===== src/rtl/wd_pkg.sv =====
// Shared types and constants for the watchdog supervisor.
package wd_pkg;

  // Supervisor state, 3-bit encoding exported on the state port.
  typedef enum logic [2:0] {
    StDisabled = 3'd0,
    StRampUp   = 3'd1,
    StRunning  = 3'd2,
    StWarn     = 3'd3,
    StRampDown = 3'd4,
    StFault    = 3'd5
  } wd_state_e;

  localparam logic [7:0] AMP_MAX = 8'd255;

  // States in which the watchdog is armed and heartbeats are forwarded.
  function automatic logic wd_active(input wd_state_e s);
    return (s == StRampUp) || (s == StRunning) || (s == StWarn);
  endfunction

endpackage


===== src/rtl/hb_merge.sv =====
// Merges per-requester heartbeat toggles into single, non-back-to-back watchdog pulses.
module hb_merge
  import wd_pkg::*;
#(
  parameter int unsigned N_SRC = 4
) (
  input  logic             clk,
  input  logic             rst,
  input  logic [N_SRC-1:0] hb_req,
  input  logic [N_SRC-1:0] hb_mask,
  input  logic             fwd_en,
  output logic             wd_heartbeat
);

  logic [N_SRC-1:0] hb_q;
  logic             pending_q;
  logic             toggle_any;
  logic             want;

  assign toggle_any = |((hb_req ^ hb_q) & hb_mask);
  // A new toggle arriving while a pulse is being emitted is carried in pending.
  assign want       = pending_q | toggle_any;

  // Sample requesters, track pending work and emit spaced heartbeat pulses.
  always_ff @(posedge clk or posedge rst) begin
    if (rst) begin
      hb_q         <= '0;
      pending_q    <= 1'b0;
      wd_heartbeat <= 1'b0;
    end else begin
      hb_q <= hb_req;
      if (!fwd_en) begin
        pending_q    <= 1'b0;
        wd_heartbeat <= 1'b0;
      end else begin
        wd_heartbeat <= want & ~wd_heartbeat;
        pending_q    <= want & wd_heartbeat;
      end
    end
  end

endmodule


===== src/rtl/wd_supervisor.sv =====
// RF output supervisor: arm/ramp/run/shutdown FSM around an external watchdog timer.
module wd_supervisor
  import wd_pkg::*;
#(
  parameter int unsigned N_SRC     = 4,
  parameter int unsigned RAMP_STEP = 16,
  parameter int unsigned RAMP_DIV  = 4
) (
  input  logic             clk,
  input  logic             rst,
  input  logic             arm,
  input  logic             disarm,
  input  logic             clear_fault,
  input  logic [N_SRC-1:0] hb_req,
  input  logic [N_SRC-1:0] hb_mask,
  input  logic             wd_warning,
  input  logic             wd_triggered,
  output logic             wd_enable,
  output logic             wd_heartbeat,
  output logic             wd_force_reset,
  output logic             rf_enable,
  output logic [7:0]       amp_scale,
  output logic             fault_latched,
  output logic [7:0]       fault_count,
  output logic [2:0]       state
);

  localparam int unsigned    DivW    = (RAMP_DIV > 1) ? $clog2(RAMP_DIV) : 1;
  localparam logic [DivW-1:0] DivMax = DivW'(RAMP_DIV - 1);
  // Steps larger than the amplitude range behave as a full-scale jump.
  localparam logic [8:0]     StepW   = 9'((RAMP_STEP > 255) ? 255 : RAMP_STEP);

  wd_state_e       state_q, state_d;
  logic [7:0]      amp_q, amp_d;
  logic [DivW-1:0] div_q, div_d;
  logic            cause_q, cause_d;   // 1 = shutdown caused by watchdog fault
  logic [7:0]      fcnt_q, fcnt_d;
  logic            step;
  logic [8:0]      amp_sum;
  logic [7:0]      amp_up, amp_dn;

  assign step    = (div_q == DivMax);
  assign amp_sum = {1'b0, amp_q} + StepW;
  assign amp_up  = (amp_sum > {1'b0, AMP_MAX}) ? AMP_MAX : amp_sum[7:0];
  assign amp_dn  = ({1'b0, amp_q} > StepW) ? (amp_q - StepW[7:0]) : 8'd0;

  // Next-state, ramp and fault-count logic.
  always_comb begin
    state_d = state_q;
    amp_d   = amp_q;
    div_d   = div_q;
    cause_d = cause_q;
    fcnt_d  = fcnt_q;
    case (state_q)
      StDisabled: begin
        if (arm) begin
          state_d = StRampUp;
          amp_d   = 8'd0;
          div_d   = '0;
        end
      end
      StRampUp, StRunning, StWarn: begin
        if (wd_triggered) begin
          state_d = StRampDown;
          cause_d = 1'b1;
          div_d   = '0;
          if (fcnt_q != 8'hff) fcnt_d = fcnt_q + 8'd1;
        end else if (disarm) begin
          state_d = StRampDown;
          cause_d = 1'b0;
          div_d   = '0;
        end else if (state_q == StRampUp) begin
          if (step) begin
            div_d = '0;
            amp_d = amp_up;
            if (amp_up == AMP_MAX) state_d = StRunning;
          end else begin
            div_d = div_q + DivW'(1);
          end
        end else if (state_q == StRunning) begin
          if (wd_warning) state_d = StWarn;
        end else begin
          if (!wd_warning) state_d = StRunning;
        end
      end
      StRampDown: begin
        if (step) begin
          div_d = '0;
          amp_d = amp_dn;
          if (amp_dn == 8'd0) state_d = cause_q ? StFault : StDisabled;
        end else begin
          div_d = div_q + DivW'(1);
        end
      end
      StFault: begin
        if (clear_fault) state_d = StDisabled;
      end
      default: state_d = StDisabled;
    endcase
  end

  // State registers; control outputs are registered from the next state.
  always_ff @(posedge clk or posedge rst) begin
    if (rst) begin
      state_q        <= StDisabled;
      amp_q          <= 8'd0;
      div_q          <= '0;
      cause_q        <= 1'b0;
      fcnt_q         <= 8'd0;
      wd_enable      <= 1'b0;
      rf_enable      <= 1'b0;
      wd_force_reset <= 1'b0;
      fault_latched  <= 1'b0;
    end else begin
      state_q        <= state_d;
      amp_q          <= amp_d;
      div_q          <= div_d;
      cause_q        <= cause_d;
      fcnt_q         <= fcnt_d;
      wd_enable      <= wd_active(state_d);
      rf_enable      <= wd_active(state_d) || (state_d == StRampDown);
      wd_force_reset <= (state_q == StDisabled) && (state_d == StRampUp);
      fault_latched  <= (state_d == StFault);
    end
  end

  // Forwarding follows the next state so no pulse leaks into a non-forwarding state.
  hb_merge #(
    .N_SRC(N_SRC)
  ) u_hb_merge (
    .clk         (clk),
    .rst         (rst),
    .hb_req      (hb_req),
    .hb_mask     (hb_mask),
    .fwd_en      (wd_active(state_d)),
    .wd_heartbeat(wd_heartbeat)
  );

  assign amp_scale   = amp_q;
  assign fault_count = fcnt_q;
  assign state       = state_q;

endmodule


===== config.mk =====
export PLATFORM = sky130hd
export DESIGN_NAME = wd_supervisor
export DESIGN_NICKNAME = d
export VERILOG_FILES = /design/src/rtl/wd_pkg.sv /design/src/rtl/hb_merge.sv /design/src/rtl/wd_supervisor.sv
export SDC_FILE = /design/constraint.sdc
export NUM_CORES = 1
export LEC_CHECK = 0
export BUFFER_PORTS_ARGS = -buffer_cell sky130_fd_sc_hd__buf_2
export CAP_MARGIN = 20
export CORE_MARGIN = 4
export CORE_UTILIZATION = 53
export CTS_CLUSTER_SIZE = 30
export DETAILED_ROUTE_END_ITERATION = 10
export GPL_TIMING_DRIVEN = 0
export HOLD_SLACK_MARGIN = 0.06
export PLACE_DENSITY = 0.88
export SYNTH_ARGS = -nofsm -noshare
export SYNTH_HDL_FRONTEND = slang
export SYNTH_SLANG_ARGS = --single-unit

===== constraint.sdc =====
create_clock -name clk -period 2.07 [get_ports clk]
set_input_delay 0.207 -clock clk [delete_from_list [all_inputs] [get_ports clk]]
set_output_delay 0.207 -clock clk [all_outputs]
set_load 0.02 [all_outputs]

-- Yosys cells after proc, flatten, opt, wreduce, memory -nomap -nowiden
Cells that the tools add are included.
- bits in registers: 32
- input bits: 15
- output and inout port bits: 24
- logic and storage cells: 91
- $add $sub $neg: 4
- $lt $le $gt $ge: 2
- equality and inequality tests: 20
- multiplexer cells: 33
- bitwise operators: 6
- reductions and logical operators: 14
- operators with widths (operator ; number):
    $mux W8 ; 8
    $mux W3 ; 13
    $pmux W8 S3 ; 1
    $eq A3 B2 Y1 const B ; 4
    $eq A3 B3 Y1 const B ; 4
    $ne A2 B2 Y1 const B ; 6
    $pmux W3 S4 ; 1
    $mux W2 ; 5
    $add A8 B5 Y9 const B ; 1
    $gt A9 B8 Y1 const B ; 1
    $add A8 B1 Y8 const B ; 1
    $eq A8 B8 Y1 const B ; 1
    $gt A8 B5 Y1 const B ; 1
    $logic_not A8 Y1 ; 1
    $ne A8 B8 Y1 const B ; 1
    $sub A8 B5 Y8 const B ; 1
    $reduce_and A7 Y1 ; 1
    $eq A3 B1 Y1 const B ; 2
    $pmux W2 S3 ; 1
    $reduce_and A3 Y1 ; 2
    $and A4 B4 Y4 ; 1
    $mux W1 ; 4
    $ne A4 B4 Y1 const B ; 1
    $reduce_or A4 Y1 ; 1
    other kinds (13) ; 16

-- Depth between registers and ports, before layout
Gate-level depths: netlist (run 1).
- depth in word-level cells: 14
- gate-level depth with buffers: 7
- gate-level depth less buffers: 7

-- Hierarchy
From an unflattened synthesis (run 1), not the netlist that was laid out.
- cell total of the unflattened synthesis: 180
- area total of the unflattened synthesis: 1769.2 um^2
- modules (own cells, without submodules) (module ; times used ; cells each ; area an instance (um^2) ; sequential area each (um^2)):
    wd_supervisor ; 1 ; 163 ; 1545.2 ; 650.6
    hb_merge ; 1 ; 17 ; 224.0 ; 150.1

-- Worst setup path after synthesis (run 1)
No wires, ideal clock.
- path kind: register to register
- start: reg amp_q[4] (netlist: amp_scale[4])
- end: reg amp_q[4] (netlist: amp_scale[4])
- library setup time: 87 ps
- arrival: 1711 ps
- required time: 1983 ps
- slack: 272 ps
- stages on the path, launching flop included: 8
- buffers on the path: 0
- period minus slack after synthesis: 1798 ps
- cells stage by stage: dfrtp_1 -> inv_1 -> ha_1 -> nor3b_1 -> or2_4 -> a21oi_4 -> o21bai_1 -> a22oi_1
- word-level cells in the longest chain between the ends: 8
- elaborated cells on any way between the ends: 12
- those cells by class: 2 x add/sub; 2 x order compare; 8 x mux
- ends and longest elaborated chain (item ; line ; RTL):
    from (decl) ; wd_supervisor.sv:34 ; logic [7:0] amp_q, amp_d;
    from (signal assigned) ; wd_supervisor.sv:116 ; amp_q <= amp_d;
    $add A8 B5 Y9 ; wd_supervisor.sv:43 ; assign amp_sum = {1'b0, amp_q} + StepW;
    $gt A9 B8 Y1 ; wd_supervisor.sv:44 ; assign amp_up = (amp_sum > {1'b0, AMP_MAX}) ? AMP_MAX : amp_sum[7:0];
    $mux W8 ; wd_supervisor.sv:44 ;
    $mux W8 ; wd_supervisor.sv:73 ; if (step) begin
    $mux W8 ; wd_supervisor.sv:72 ; end else if (state_q == StRampUp) begin
    $mux W8 ; wd_supervisor.sv:68 ; end else if (disarm) begin
    $mux W8 ; wd_supervisor.sv:63 ; if (wd_triggered) begin
    $pmux W8 S3 * ; wd_supervisor.sv:54 ; case (state_q)
Mark *: on every way between the ends. The rest lies on a longest branch, timed or not. The select of a mux whose other input is x is not followed.
A chain may end at the register's enable or synchronous reset.

-- Worst setup path in the final report (run 1)
- start: reg amp_q[4] (netlist: amp_scale[4])
- end: reg amp_q[2] (netlist: amp_scale[2])
Same word-level chain as after synthesis.

==> metrics.txt, run 1 <==
Core Area=between 3000 and 4000 um2; pin count of the biggest net entering global routing=25; via count=1448; post-route ant nets=0; library cells used by synthesis=around 50; Critical R2R Capture=amp_scale[2]$_DFFE_PP0P_; Lkg Pwr=between 1 and 1.5 nW; Netlist Area Pre-Place=1749 um2; Register Area=802.0 um2; measured slew at the worst slew-check pin=0.5219 ns; Tot GR Track Use=around 20%; buffer count from post-CTS setup fixing=0; Critical Path RT=2.29 ns; Slew Limit Fails=0; Post-Place Cell Area=2022 um2; io pins=39; WS Path Type=reg -> reg; Final setup viols=0; Slew HR=65.05%; R2R depth=7; slowest stage delay, CP=0.46 ns; Layout area overhead=22.89%; Reg2Reg Setup Slack=about 0.18 ns; n_diodes=0; CTS Root Cell=clkbuf_4; HPWL Detailed=2734 um; status=complete, no violations; die area=4284 um2; Fmax=approximately 0.53 GHz; Design Area, Final=approximately 2100 um2; fin nets=between 200 and 250; CTS tree=built; Die Y=65.45 um; Longest Clk Path Bufs=2; crit-path cells=inv_1 -> ha_1 -> nor3b_1 -> or2_4 -> a21oi_4 -> o31ai_1 -> o21ai_1; top post-synthesis cells by area=dfrtp_1, ha_1, xor2_1; Yosys top cell area share=roughly 46%; Period Utilization, post-route=91.39%; Worst path slowest cell=dfrtp_2; via count of the first global-routing pass=~1500; row count=20; hold crit path type=in -> reg; Die Wd=65.45 um; layout cells sized above 1=between 20% and 30%; Total Power=approximately 2.8 mW; Yosys reg bits=32; sequential element share of the synthesized area=45.78%; number of vias per cell=around 5.4; RSZ-0062 raised after global routing=false; WHS=0.1183 ns; CP arrival=about 2.1 ns; PwrDens=roughly 1300 nW/um2; Min-Delay Startpoint=wd_triggered; Clk Latency, worst-skew pair=around 0.34 ns; Initial Util=a little under three fifths; global-route wire length before repair=approximately 6600 um; CP startpoint=amp_scale[4]$_DFFE_PP0P_; Tmin final=1.892 ns; Clock transition at path regs=around 0.1 ns; CTS sink count=32; worst flop-to-flop path startpoint=amp_scale[4]$_DFFE_PP0P_; syn avg cell area=10.05 um2; post-synthesis net count=just under 200; WL final=around 3700 um; Post-route DRC=0; initial antenna violation count=0; cell count after synthesis=174; DR pass1 iterations=4; gpl congestion=between 0.8 and 0.9; Startpoint Class=register; CP endpoint kind=register; Fin. Hold Viols=0; setup TNS=0 ns; Maximum Capacitance Violations=0; Filler cells=approximately 260; wire length per cell=13.84 um; iteration-0 DRC count of the detailed router=49; Ys Warns=0; crit path capture=amp_scale[2]$_DFFE_PP0P_; worst clock skew=0.01109 ns; CTS H-tree lvls=2; Overflow after GRT=0; maximum vdd drop=~850 uV; port buffer count=38; area of the multi-input gates=a little under 900 um2; leading area contributor after synthesis=dfrtp_1; Crit Path Max Fanout=8; CTS Buf Count=5
sequential cells by signal, summed over array words and instances, names as in the netlist:
register	cells
amp_scale	8
cause_q	1
div_q	2
fault_count	8
fault_latched	1
rf_enable	1
state	3
u_hb_merge.hb_q	4
u_hb_merge.pending_q	1
u_hb_merge.wd_heartbeat	1
wd_enable	1
wd_force_reset	1
worst min path at each step:
stage                                               to  slack (ns)  cells past startpoint
after floorplan           u_hb_merge.hb_q[0]$_DFF_PP0_        0.24                      0
after global placement    u_hb_merge.hb_q[2]$_DFF_PP0_        0.34                      1
after detailed placement    fault_count[5]$_DFFE_PP0P_        0.22                      2
after CTS                          cause_q$_DFFE_PP0P_         0.1                      2
after global routing               cause_q$_DFFE_PP0P_        0.11                      2
final                              cause_q$_DFFE_PP0P_        0.12                      2
per-layer routing:
metal  track usage, %  vias up  part of all wire (%)  wire (um)
met5                0        -                     0          0
li1                 -      735                     -          -
met3            5.812        5                   7.5        282
met1            25.55      661                    46       1736
met4            6.736        0                   1.4         53
met2            32.49       47                    45       1664
cells in the mapped netlist, drive strengths merged:
library cell  number
a31o               1
and2               2
o221ai             1
mux2               3
o21a               1
mux2i              2
xor2               8
o41ai              2
o31ai              5
o211ai             2
and4bb             1
nand4              4
nand3              7
nand2              8
or3b               1
o22a               1
inv               11
nand2b             3
dfrtp             32
a222oi             1
xnor2              4
o21bai             2
a21oi              9
a21boi             1
a31oi              1
a32oi              1
a22oi              2
or3                1
o21ai             16
a21o               1
o21ba              2
ha                 6
nor4               1
buf                6
nor3               5
or2                1
a311oi             1
o22ai              1
nor2b              5
nor2              10
nor3b              1
nand3b             1
metrics by stage:
step                setup WS, ns  util [%]  cells
finish                    0.1783     69.27    270
global placement          0.2635     64.27    256
detailed placement        0.2280     65.16    257
floorplan                 0.2723         -    174
global route             0.04941     69.27    270
CTS                       0.1806     69.23    270
power breakdown:
part / switching [mW] / internal [mW]
Sequential: 0.123 / 0.756
Combinational: 0.849 / 0.596
Clock: 0.212 / 0.253
Total: 1.18 / 1.61
area by class of cell:
| cell class | count | share of cell area (%) |
|---|---|---|
| plain buffers | 6 | 1.513 |
| clock buffers | 6 | 1.921 |
| clock inverters | 2 | 1.630 |
| inverters | 11 | 1.921 |
| multi-input cells | 125 | 40.69 |
| flip-flops and latches | 32 | 37.31 |
| well taps | 44 | 2.561 |
| repair buffers | 44 | 12.46 |
timing repair:
item                                    4_1_cts  5_1_grt
hold buffers                                  5        0
endpoints found under the setup margin        0        1
hold endpoints to repair                     12        0
resized for setup                             0        1
critical path, delay by kind of cell (launching register included):
kind,cells,cell delay [ns]
flip-flops,1,0.46
adder cells (fa/ha/maj),1,0.24
AND/OR/NAND/NOR,2,0.57
AO/OA/AOI/OAI,3,0.37
buffers and inverters,1,0.13
cell usage in the layout (no fill, tap or decap), drive strengths merged, types with 2 or more instances in the layout:
cell         instances
nor2                10
a22oi                2
mux2                 3
and2                 2
o31ai                5
o41ai                2
nand2b               3
nand4                4
xnor2                4
dfrtp               32
nand3                7
mux2i                2
o21ai               16
o211ai               2
nor2b                5
o21bai               2
dlygate4sd3          5
nand2                8
xor2                 8
nor3                 5
inv                 11
o21ba                2
a21oi                9
buf                 45
ha                   6
clkbuf               6
kinds of logic (layout without fill, tap and decap cells):
family                   Yosys count  count (layout)  synth area share [%]
AO/OA/AOI/OAI                     51              51                 20.75
AND/OR/NAND/NOR                   51              51                 15.88
flip-flops                        32              32                 45.78
buffers and inverters             17              69                 4.220
XOR/XNOR                          12              12                 6.009
adder cells (fa/ha/maj)            6               6                 4.292
multiplexers                       5               5                 3.076
(Power assumes the default switching activity.)
==> run 2, diff against run 1 <==
--- a/config.mk
+++ b/config.mk
@@ -7,7 +7,6 @@
 export LEC_CHECK = 0
 export BUFFER_PORTS_ARGS = -buffer_cell sky130_fd_sc_hd__buf_2
 export CAP_MARGIN = 20
-export CORE_MARGIN = 4
 export CORE_UTILIZATION = 53
 export CTS_CLUSTER_SIZE = 30
 export DETAILED_ROUTE_END_ITERATION = 10
==> constraint.sdc (replaced) <==
create_clock -name clk -period 1.8 [get_ports clk]
set_input_delay 0.18 -clock clk [delete_from_list [all_inputs] [get_ports clk]]
set_output_delay 0.18 -clock clk [all_outputs]
set_load 0.02 [all_outputs]
==> run 2 against run 1 <==
Effect of this change: critical path depth down 2; cell count up 1.9%; wire length up 8.2%; the run now ends with negative setup slack left; sequential cell count unchanged; clock skew up 0.0020 ns; power up 24%; global-route usage up 4.7 points; via count up 8.4%; first-iteration DRC count up 45%.
==> metrics.txt, run 2 (synthesis results as in run 1) <==
status=finished, violations left (was complete, no violations); violated checks=negative setup slack; Tmin final=1.835 ns (was 1.892 ns); Total Power=3.459 mW (was 2.789 mW); HPWL Detailed=2780 um (was 2734 um); CTS H-tree lvls=2 (unchanged); Critical Path RT=2.05 ns (was 2.29 ns); crit-path cells=ha_1 -> xnor2_2 -> o41ai_1 -> nand3_1 -> a22oi_1 (was inv_1 -> ha_1 -> nor3b_1 -> or2_4 -> a21oi_4 -> o31ai_1 -> o21ai_1); io pins=39 (unchanged); pin count of the biggest net entering global routing=18 (was 25); most frequent cells in the layout=buf_2, dfrtp_1, o21ai_1 (unchanged); iteration-0 DRC count of the detailed router=71 (was 49); maximum vdd drop=1139 uV (was 848.1 uV); CP endpoint kind=register (unchanged); DR pass1 iterations=4 (unchanged); initial antenna violation count=0 (unchanged); post-route ant nets=0 (unchanged); Worst path slowest cell=dfrtp_2 (unchanged); Worst path top cell family by delay=compound AO/OA/AOI/OAI gates (was simple AND/OR/NAND/NOR gates); worst clock skew=0.01313 ns (was 0.01109 ns); Clk Latency, worst-skew pair=0.34 ns (about the same); slowest stage delay, CP=0.47 ns (was 0.46 ns); PwrDens=1521 nW/um2 (was 1297 nW/um2); Layout Cells excl Fill=275 (was 270); dpl cells=257 (unchanged); WL final=4042 um (was 3736 um); Startpoint Class=register (unchanged); port buffer count=38 (unchanged); pre-CTS WS=-0.09203 ns (was 0.2280 ns); Longest Clk Path Bufs=2 (unchanged); Overflow after GRT=0 (unchanged); CTS Root Cell=clkbuf_4 (unchanged); Maximum Capacitance Violations=0 (unchanged); via count of the first global-routing pass=1513 (was 1497); global-route wire length before repair=6348 um (was 6582 um); fin nets=251 (was 246); Fmax=0.5449 GHz (was 0.5286 GHz); n_diodes=0 (unchanged); Layout area overhead=30.04% (was 22.89%); number of vias per cell=5.705 (was 5.363); Crit Path Max Fanout=8 (unchanged); Period Utilization, post-route=101.9% (was 91.39%); Die Y=59.45 um (was 65.45 um); layout cells sized above 1=34.63% (was 27.88%); wire length per cell=14.70 um (was 13.84 um); WS Path Type=reg -> reg (unchanged); Slew Limit Fails=0 (unchanged); row count=20 (unchanged); CTS Buf Count=5 (unchanged); Die Wd=59.45 um (was 65.45 um); Core Area=3103 um2 (unchanged); setup ws final=-0.03506 ns (was 0.1783 ns); utilization after layout=73.31% (was 69.27%); WP buf/inv=0 (was 1); Lkg Pwr=1.094 nW (was 1.051 nW); CTS sink count=32 (unchanged); Final setup viols=1 (was 0); measured slew at the worst slew-check pin=0.6921 ns (was 0.5219 ns); RSZ-0062 raised after global routing=true (was false); Tot GR Track Use=24.77% (was 20.03%); commonest non-fill, non-tap cell in the layout=buf_2 (unchanged); Slew HR=53.81% (was 65.05%); die area=3534 um2 (was 4284 um2); WHS=0.08989 ns (was 0.1183 ns); Post-route DRC=0 (unchanged); hold crit path type=in -> reg (unchanged); Fin. Hold Viols=0 (unchanged); gpl congestion=0.8780 (was 0.8314); Initial Util=56.37% (unchanged); CTS tree=built (unchanged); CP arrival=2.09 ns (was 2.12 ns); Clock transition at path regs=0.10 ns (about the same); via count=1569 (was 1448)
## run 2: changes by cell type in the layout (fill, tap and decap cells not counted), sizes merged
cell and delta:
buf +5
## run 2: metrics by stage
stage / cell area, um2 / TNS [ns]
floorplan: 1749 / 0
global placement: 1994 / -0.01312
detailed placement: 2022 / -0.4839
CTS: 2162 / 0
global route: 2275 / -0.4957
finish: 2275 / -0.03506
## run 2: power by group
group / switching, mW / total [mW] / internal, mW / leakage, nW
Sequential: 0.160 / 1.03 / 0.871 / 0.409
Combinational: 1.08 / 1.90 / 0.820 / 0.643
Clock: 0.238 / 0.529 / 0.291 / 0.0422
Total: 1.48 / 3.46 / 1.98 / 1.09
## run 2: area by class of cell
type,count,area [um2]
multi-input cells,125,950.9
fillers,239,828.3
plain buffers,6,42.54
flip-flops and latches,32,803.3
inverters,11,41.29
clock inverters,2,35.03
clock buffers,6,41.29
well taps,44,55.05
repair buffers,49,305.3
## run 2: timing repair
item,CTS,global route
hold endpoints to repair,20,0
buffers inserted,0,5
resized for setup,5,16
hold buffers,5,0
pin swaps,2,5
setup endpoints to repair,11,17
## run 2: metal layers
metal	vias up	global-route usage (%)	part of all wire (%)
met3	11	6.987	6.7
li1	742	-	-
met5	-	0	0
met1	748	27.04	42
met2	68	43.34	50
met4	0	12.93	1.9
## run 2: final timing paths
check                           slack (ns)                                end  cells after the start                               from
worst max-delay path                 -0.04           amp_scale[4]$_DFFE_PP0P_                      5           amp_scale[4]$_DFFE_PP0P_
worst min-delay path                  0.09                cause_q$_DFFE_PP0P_                      2                       wd_triggered
worst max register to register       -0.04           amp_scale[4]$_DFFE_PP0P_                      5           amp_scale[4]$_DFFE_PP0P_
worst min register to register        0.49  u_hb_merge.wd_heartbeat$_DFF_PP0_                      1  u_hb_merge.wd_heartbeat$_DFF_PP0_
max in group asynchronous             0.79           amp_scale[5]$_DFFE_PP0P_                      4                                rst
min in group asynchronous             0.50           amp_scale[7]$_DFFE_PP0P_                      3                                rst
